### config.mk
export PLATFORM = sky130hd
export DESIGN_NAME = instr_encoder
export DESIGN_NICKNAME = d
export VERILOG_FILES = /design/src/rtl/instr_encoder_pkg.sv /design/src/rtl/instr_pack.sv /design/src/rtl/instr_encoder.sv
export SDC_FILE = /design/constraint.sdc
export NUM_CORES = 1
export LEC_CHECK = 0
export BUFFER_PORTS_ARGS = -buffer_cell sky130_fd_sc_hd__buf_2
export CAP_MARGIN = 10
export CORE_MARGIN = 2
export CORE_UTILIZATION = 25
export CTS_BUF_LIST = sky130_fd_sc_hd__clkbuf_4
export DETAILED_ROUTE_END_ITERATION = 6
export SKIP_CTS_REPAIR_TIMING = 1
export SYNTH_ARGS = -nofsm -noshare
export SYNTH_HDL_FRONTEND = slang
export SYNTH_HIERARCHICAL = 1
export SYNTH_SLANG_ARGS = --single-unit
export TNS_END_PERCENT = 30
### constraint.sdc
create_clock -name clk -period 1.9 [get_ports clk]
set_input_delay 0.38 -clock clk [delete_from_list [all_inputs] [get_ports clk]]
set_output_delay 0.38 -clock clk [all_outputs]
set_load 0.02 [all_outputs]
### src/rtl/instr_encoder_pkg.sv
// Shared types and constants for the RV32I instruction encoder / IMEM loader.
package instr_encoder_pkg;

    typedef enum logic [2:0] {
        KIND_R    = 3'd0,
        KIND_LW   = 3'd1,
        KIND_SW   = 3'd2,
        KIND_BEQ  = 3'd3,
        KIND_ADDI = 3'd4
    } kind_e;

    // Opcodes as decoded by the single-cycle core.
    localparam logic [6:0] OPC_R      = 7'b0110011;
    localparam logic [6:0] OPC_LOAD   = 7'b0000011;
    localparam logic [6:0] OPC_STORE  = 7'b0100011;
    localparam logic [6:0] OPC_BRANCH = 7'b1100011;
    localparam logic [6:0] OPC_OPIMM  = 7'b0010011;

    localparam logic [31:0] NOP_WORD = 32'h0000_0013;

    typedef enum logic [1:0] {
        ST_IDLE = 2'd0,
        ST_LOAD = 2'd1,
        ST_DONE = 2'd2
    } state_e;

endpackage

### src/rtl/instr_pack.sv
// Combinational field-to-word packer with legality flag.
// Legality checks exist only when ENCODER_CHECK_EN is defined; otherwise o_legal is always 1.
module instr_pack
    import instr_encoder_pkg::*;
(
    input  logic [2:0]  i_kind,
    input  logic [3:0]  i_funct,
    input  logic [4:0]  i_rd,
    input  logic [4:0]  i_rs1,
    input  logic [4:0]  i_rs2,
    input  logic [12:0] i_imm,
    output logic [31:0] o_word,
    output logic        o_legal
);

    logic [6:0] w_f7;
    logic [2:0] w_f3;

    assign w_f7 = i_funct[3] ? 7'b0100000 : 7'b0000000;
    assign w_f3 = i_funct[2:0];

    always_comb begin
        o_word = NOP_WORD;
        case (i_kind)
            KIND_R:    o_word = {w_f7, i_rs2, i_rs1, w_f3, i_rd, OPC_R};
            KIND_LW:   o_word = {i_imm[11:0], i_rs1, 3'b010, i_rd, OPC_LOAD};
            KIND_SW:   o_word = {i_imm[11:5], i_rs2, i_rs1, 3'b010, i_imm[4:0], OPC_STORE};
            KIND_BEQ:  o_word = {i_imm[12], i_imm[10:5], i_rs2, i_rs1, 3'b000,
                                 i_imm[4:1], i_imm[11], OPC_BRANCH};
            KIND_ADDI: o_word = {i_imm[11:0], i_rs1, w_f3, i_rd, OPC_OPIMM};
            default:   o_word = NOP_WORD;
        endcase
    end

`ifdef ENCODER_CHECK_EN
    logic w_imm12_fits;

    // A 13-bit value fits in 12 signed bits when its top two bits agree.
    assign w_imm12_fits = (i_imm[12] == i_imm[11]);

    always_comb begin
        o_legal = 1'b0;
        case (i_kind)
            KIND_R:                       o_legal = 1'b1;
            KIND_LW, KIND_SW, KIND_ADDI:  o_legal = w_imm12_fits;
            KIND_BEQ:                     o_legal = ~i_imm[0];
            default:                      o_legal = 1'b0;
        endcase
    end
`else
    assign o_legal = 1'b1;
`endif

endmodule

### src/rtl/instr_encoder.sv
// Sequential RV32I encoder that loads consecutive IMEM words from address 0.
// Define ENCODER_CHECK_EN to drop illegal inputs and report them on err.
module instr_encoder
    import instr_encoder_pkg::*;
#(
    parameter int unsigned DEPTH  = 64,
    parameter int unsigned ADDR_W = 6
) (
    input  logic              clk,
    input  logic              rst_n,
    input  logic              start,
    input  logic              in_valid,
    output logic              in_ready,
    input  logic              in_last,
    input  logic [2:0]        in_kind,
    input  logic [3:0]        in_funct,
    input  logic [4:0]        in_rd,
    input  logic [4:0]        in_rs1,
    input  logic [4:0]        in_rs2,
    input  logic [12:0]       in_imm,
    output logic              imem_we,
    output logic [ADDR_W-1:0] imem_addr,
    output logic [31:0]       imem_wdata,
    output logic [ADDR_W:0]   count,
    output logic              done,
    output logic              err
);

    localparam logic [ADDR_W:0] CNT_FULL = (ADDR_W + 1)'(DEPTH);
    localparam logic [ADDR_W:0] CNT_ONE  = (ADDR_W + 1)'(1);

    state_e              r_state, w_state_d;
    logic [ADDR_W:0]     r_count;
    logic                r_we;
    logic [ADDR_W-1:0]   r_addr;
    logic [31:0]         r_wdata;
    logic                r_done;

    logic [31:0]         w_word;
    logic                w_legal;
    logic                w_xfer;
    logic                w_write;
    logic                w_fill;
    logic                w_enter_load;

    instr_pack u_pack (
        .i_kind  (in_kind),
        .i_funct (in_funct),
        .i_rd    (in_rd),
        .i_rs1   (in_rs1),
        .i_rs2   (in_rs2),
        .i_imm   (in_imm),
        .o_word  (w_word),
        .o_legal (w_legal)
    );

    // count already includes the in-flight write, so it alone bounds acceptance.
    assign in_ready     = (r_state == ST_LOAD) && (r_count < CNT_FULL);
    assign w_xfer       = in_valid && in_ready;
    assign w_write      = w_xfer && w_legal;
    assign w_fill       = w_write && (r_count == CNT_FULL - CNT_ONE);
    assign w_enter_load = (r_state != ST_LOAD) && (w_state_d == ST_LOAD);

    always_comb begin
        w_state_d = r_state;
        unique case (r_state)
            ST_IDLE: if (start) w_state_d = ST_LOAD;
            ST_LOAD: if (w_xfer && (in_last || w_fill)) w_state_d = ST_DONE;
            ST_DONE: if (start) w_state_d = ST_LOAD;
            default: w_state_d = ST_IDLE;
        endcase
    end

    always_ff @(posedge clk) begin
        if (!rst_n) begin
            r_state <= ST_IDLE;
            r_count <= '0;
            r_we    <= 1'b0;
            r_addr  <= '0;
            r_wdata <= '0;
            r_done  <= 1'b0;
        end else begin
            r_state <= w_state_d;
            r_we    <= w_write;
            // done trails entry into DONE by one cycle so it follows the final write.
            r_done  <= (r_state == ST_DONE) && (w_state_d == ST_DONE);
            if (w_enter_load) begin
                r_count <= '0;
            end else if (w_write) begin
                r_count <= r_count + CNT_ONE;
            end
            if (w_write) begin
                r_addr  <= r_count[ADDR_W-1:0];
                r_wdata <= w_word;
            end
        end
    end

`ifdef ENCODER_CHECK_EN
    logic r_err;

    always_ff @(posedge clk) begin
        if (!rst_n) begin
            r_err <= 1'b0;
        end else if (w_enter_load) begin
            r_err <= 1'b0;
        end else if (w_xfer && !w_legal) begin
            r_err <= 1'b1;
        end
    end

    assign err = r_err;
`else
    assign err = 1'b0;
`endif

    assign imem_we    = r_we;
    assign imem_addr  = r_addr;
    assign imem_wdata = r_wdata;
    assign count      = r_count;
    assign done       = r_done;

endmodule
* Word level (Yosys, flattened, before mapping)
Cells that the tools add are included.
** Storage, ports and cells
- Register bits :: 49
- Bits of input ports :: 40
- Logic and storage cells :: 35
** Operators by class
- Add/sub/neg operators :: 1
- $lt $le $gt $ge :: 1
- Equal/unequal tests :: 10
- Multiplexer cells :: 5
- Bitwise logic cells :: 1
- Reductions and logical operators :: 11
** Operator list (count)
- 32-bit one-hot mux with 5 select lines :: 1
- 7-bit by 1-bit adder with 7-bit output (second input constant) :: 1
- 7-bit by 6-bit == test with 1-bit output (second input constant) :: 1
- 7-bit less-than comparator (second input constant) :: 1
- 3-bit by 2-bit == test with 1-bit output (second input constant) :: 2
- 1-bit logical AND :: 6
- 6-bit two-way mux :: 1
- 2-bit by 1-bit == test with 1-bit output (second input constant) :: 2
- 2-bit == test (second input constant) :: 2
- 2-bit two-way mux :: 2
- 2-bit one-hot mux with 2 select lines :: 1
- 2-bit OR reduction :: 2
- 3-bit by 1-bit == test with 1-bit output (second input constant) :: 1
- 3-bit == test (second input constant) :: 1
- 3-bit logical NOT :: 1
- 2-bit logical NOT :: 1
- 2-bit by 1-bit != test with 1-bit output (second input constant) :: 1
- 1-bit logical OR :: 1
- 1-bit inverter :: 1

* Longest topological paths before layout
- Word-level depth :: 11
- Depth in mapped cells :: 6

* Cells and area by module
Netlist, hierarchy kept.
** Modules (own cells, without submodules)
- instr_encoder :: times used 1, cells an instance 233, area each 2042.0 µm², sequential area each 980.9 µm²
- instr_pack :: times used 1, cells an instance 58, area each 395.4 µm², sequential area each 0.0 µm²

* Least setup slack after synthesis
No wires, ideal clock.
- Kind :: register to register
- Start point :: register r_count[0], in the netlist count[0]
- End point :: register r_count[2], in the netlist count[2]
- Setup time :: 0.070 ns
- Arrival time :: 1.375 ns
- Required time :: 1.830 ns
- Setup slack :: 0.455 ns
- Stages on the path, launching flop included :: 5
- Period minus slack after synthesis :: 1.445 ns
- Cells stage by stage :: dfxtp_1 -> ha_1 -> inv_1 -> or4_1 -> a21oi_1
** On the way
- Word-level cells in the longest chain between the ends :: 11
- Elaborated cells between the ends (all ways) :: 13
- Those cells by class :: 1 x add/sub; 1 x order compare; 2 x eq/ne; 2 x mux; 7 x reduce/logical
** RTL lines
- start, declared :: RTL line instr_encoder.sv:33 : logic [ADDR_W:0] r_count;
- start signal, assigned :: RTL line instr_encoder.sv:90 : r_count <= r_count + CNT_ONE;
- 7-bit less-than comparator :: RTL line instr_encoder.sv:58 : assign in_ready = (r_state == ST_LOAD) && (r_count < CNT_FULL);
- 1-bit logical AND :: RTL line instr_encoder.sv:58
- 1-bit logical AND :: RTL line instr_encoder.sv:59 : assign w_xfer = in_valid && in_ready;
- 1-bit logical AND :: RTL line instr_encoder.sv:61 : assign w_fill = w_write && (r_count == CNT_FULL - CNT_ONE);
- 1-bit logical OR :: RTL line instr_encoder.sv:68 : ST_LOAD: if (w_xfer && (in_last || w_fill)) w_state_d = ST_DONE;
- 1-bit logical AND :: RTL line instr_encoder.sv:68
- 2-bit two-way mux :: RTL line instr_encoder.sv:68
- 2-bit one-hot mux with 2 select lines :: RTL line instr_encoder.sv:66 : unique case (r_state)
- 2-bit by 1-bit == test with 1-bit output :: RTL line instr_encoder.sv:62 : assign w_enter_load = (r_state != ST_LOAD) && (w_state_d == ST_LOAD);
- 1-bit logical AND :: RTL line instr_encoder.sv:62
- 2-bit OR reduction (no line)
Several ways; a longest one is shown, not always the timed one.
A chain may end at the register's enable or synchronous reset.

* Final worst setup path
- Start point :: register r_state[0]
- End point :: output in_ready
** On the way
- Word-level cells in the longest chain between the ends :: 2
** RTL lines
- start, declared :: RTL line instr_encoder.sv:32 : state_e r_state, w_state_d;
- start signal, assigned :: RTL line instr_encoder.sv:83 : r_state <= w_state_d;
- 2-bit by 1-bit == test with 1-bit output :: RTL line instr_encoder.sv:58
- 1-bit logical AND :: RTL line instr_encoder.sv:58
- end, declared :: RTL line instr_encoder.sv:13 : output logic in_ready,
Every way passes these cells.

==> qor.yml <==
sta:
  fin_crit_sh: 0.826
  max_freq_mhz: 637
  finalCriticalPeriod_ps: 1570
  rsz0062_at_grt: "false"
  finalHoldViolations: 0
  setup_viol: 0
  tns_ps: 0
  slew_violations: 0
  finClkSkew_ps: 19.9
routing:
  viasPerCell: 4.85
  drc_errors: 0
  finalWirelength_um: 7280
  postRouteAntennaNets: 0
  drt-initial-drc-count: 106
  vias: 2395
  first_pass_iters: 4
  wl_per_cell_um: 14.7
power_and_ir_drop:
  total_power_uw: 1850
  p_switching_uw: 551
  p_per_area_nw_per_um2: 616
  pwr-share-comb: 0.156
  p_leak_uw: 0.00122
  clockPowerShare: 0.274
  internal_power_uw: 1300
  swShare: 0.298
  vdd_drop_max_mv: 0.256
  pwr-share-seq: 0.569
logic_synthesis:
  syn_area_um2: 2440
  synth-edff-count: 0
  ys_types: 41
  yosysWarnings: 6
  synthMuxAreaShare: 0.0252
  avgSynthCellArea_um2: 8.38
  synthFlopType: "dfxtp_1"
  ys_seq_elements: 49
  synth_top_family_by_area: "compound AO/OA/AOI/OAI gates"
  synth_top_area_cell: "dfxtp_1"
  netlist.area_leader.share: 0.402
  synthAdderAreaFrac: 0.00513
  yosys.area_share.xor_xnor: 0.00719
  async_flop_share: 0
  synth-simple-area-share: 0.190
  synth-compound-area-share: 0.291
  synth.area.top_cells: "dfxtp_1 40%, a21boi_0 11%, o21ai_0 9.2%"
  synthCells: 291
  synth-seq-area-share: 0.402
worst_setup_path:
  critical_path.top_delay_family: "flip-flops"
  critical_path_buf_inv_count: 2
  cp-start-kind: "flip-flop"
  arrival_ps: 1190
  critPathSlowestCell: "dfxtp_1"
  critical_path_class: "reg2out"
  crit_chain: "inv_1 > nor3_1 > buf_2"
  slowest_delay_ps: 440
  cp_max_fo: 5
  required_ps: 1520
  cp-end-kind: "output pin"
floorplanning:
  ios: 89
  dieHeight_um: 103
  fp-row-count: 36
  start_util: 0.253
  die-area_um2: 10600
  dieWidth_um: 103
  coreArea_um2: 9640
global_routing:
  antenna_found_initial: 0
  track_usage: 0.132
  grt.overflow.total: 0
  first_global_vias: 2133
  grt_max_degree: 45
  grt_pass1_wl_um: 11100
placed_design:
  gp_congestion: 0.755
  hpwl_um: 5110
  dp_cells: 486
  io_buffers: 87
finish:
  utilization: 0.312
  seq_area_um2: 981
  drive_gt1_frac: 0.296
  nNetsFinal: 401
  diodes: 0
  synthToLayoutAreaGrowth_pct: 23.2
  instances_no_fill: 494
  fill_cells: 1074
  multi_input_area_um2: 1290
clocking:
  cts_tree: "yes"
  clk_pin_slew_ps: 150
  root_buffer: "clkbuf_4"
  insertion_delay_ps: 380
  cts_inserted_buffers: 5
  clock_path_buffers: 2
  cts_sinks: 49
  htreeDepth: 2
worst_hold_path:
  hold_path.class: "in2reg"
job:
  maxCapViolations: 0
outcome:
  outcome: "complete, no violations"
## flip-flops by register name, summed over array words and instances, names as in the netlist
register,flops
imem_wdata,32
done,1
imem_addr,6
r_state,2
count,7
imem_we,1
## metrics by stage
| step | cell area, um^2 | setup WS (ps) | hold slack (ps) |
|---|---|---|---|
| CTS | 3000 | 304 | 169 |
| global route | 3000 | 244 | 161 |
| detailed placement | 2940 | 272 | 464 |
| floorplan | 2450 | 455 | 457 |
| global placement | 2940 | 312 | 464 |
| finish | 3000 | 330 | 194 |
## worst reg2reg max path: cells and delay by family (launching register included)
kind	cells	cell delay, ps
DFF	1	510
and+or+nand+nor	1	470
adders and majority gates	1	290
AOI/OAI and AO/OA	1	160
buffers and inverters	1	70
## power groups by stage
stage / combinational [uW] / clock (uW) / sequential [uW]
3_5_place_dp: 277 / 0 / 1070
4_1_cts: 279 / 538 / 1050
6_report: 289 / 507 / 1050
2_1_floorplan: 179 / 0 / 1090
3_3_place_gp: 276 / 0 / 1070
5_1_grt: 316 / 587 / 1060
## metal layers
layer | vias to the layer above | global-route usage | share of wire
li1 | 1172 | - | -
met5 | - | 0 | 0
met3 | 7 | 0.0339 | 0.058
met4 | 0 | 0.0385 | 0.0087
met2 | 75 | 0.216 | 0.48
met1 | 1141 | 0.173 | 0.46
## cells in the final DEF, fill, tap and decap left out, types with 2 or more instances in the layout
cell and n:
a21boi_0 36, a21boi_1 2, a21oi_1 6, a22o_1 5, a32o_1 4, and2_1 12
and3_1 3, buf_2 87, buf_4 4, clkbuf_4 5, clkinvlp_4 3, conb_1 6
dfxtp_1 49, inv_1 5, mux2i_1 5, nand2_1 8, nand3_1 43, nand3b_1 3
nor2_1 2, nor3_1 3, o21ai_0 45, o31ai_1 2, or3_1 2, or4_1 2
xnor2_1 2
## cell usage after synthesis, types with 2 or more instances
cell,number
mux2i_1,5
o21ai_0,45
and2_1,12
a21oi_1,6
buf_2,7
a21boi_0,36
nor3_1,3
and3_1,3
nand2_1,8
clkbuf_1,19
xnor2_1,2
buf_4,6
a21boi_1,2
or4_1,2
a32o_1,4
conb_1,3
nor2_1,2
or3_1,2
o31ai_1,2
inv_1,5
a22o_1,5
nand3_1,43
dfxtp_1,49
nand3b_1,3
## logic make-up after synthesis
kind of cell               count (synthesis)
DFF                                       49
buffers and inverters                     38
xor gates and xnor gates                   2
muxes                                      6
other                                      3
adders and majority gates                  1
AOI/OAI and AO/OA                        108
and+or+nand+nor                           84
## cell type report
type,instances,share of cell area
clock buffer,5,0.0125
clock inverter,3,0.00750
inverter,5,0.00625
multi-input combinational,207,0.430
sequential,49,0.327
tap,133,0.0554
timing repair buffer,92,0.162
## final timing paths
path | start | to | slack [ps] | depth (start not counted)
worst min-delay path | start | done | 190 | 2
worst max-delay path | r_state[0] | in_ready | 330 | 3
worst min register to register | imem_wdata[10] | imem_wdata[10] | 480 | 2
worst max register to register | count[0] | count[2] | 350 | 4
No activity file was read; power rests on OpenSTA's default activity.
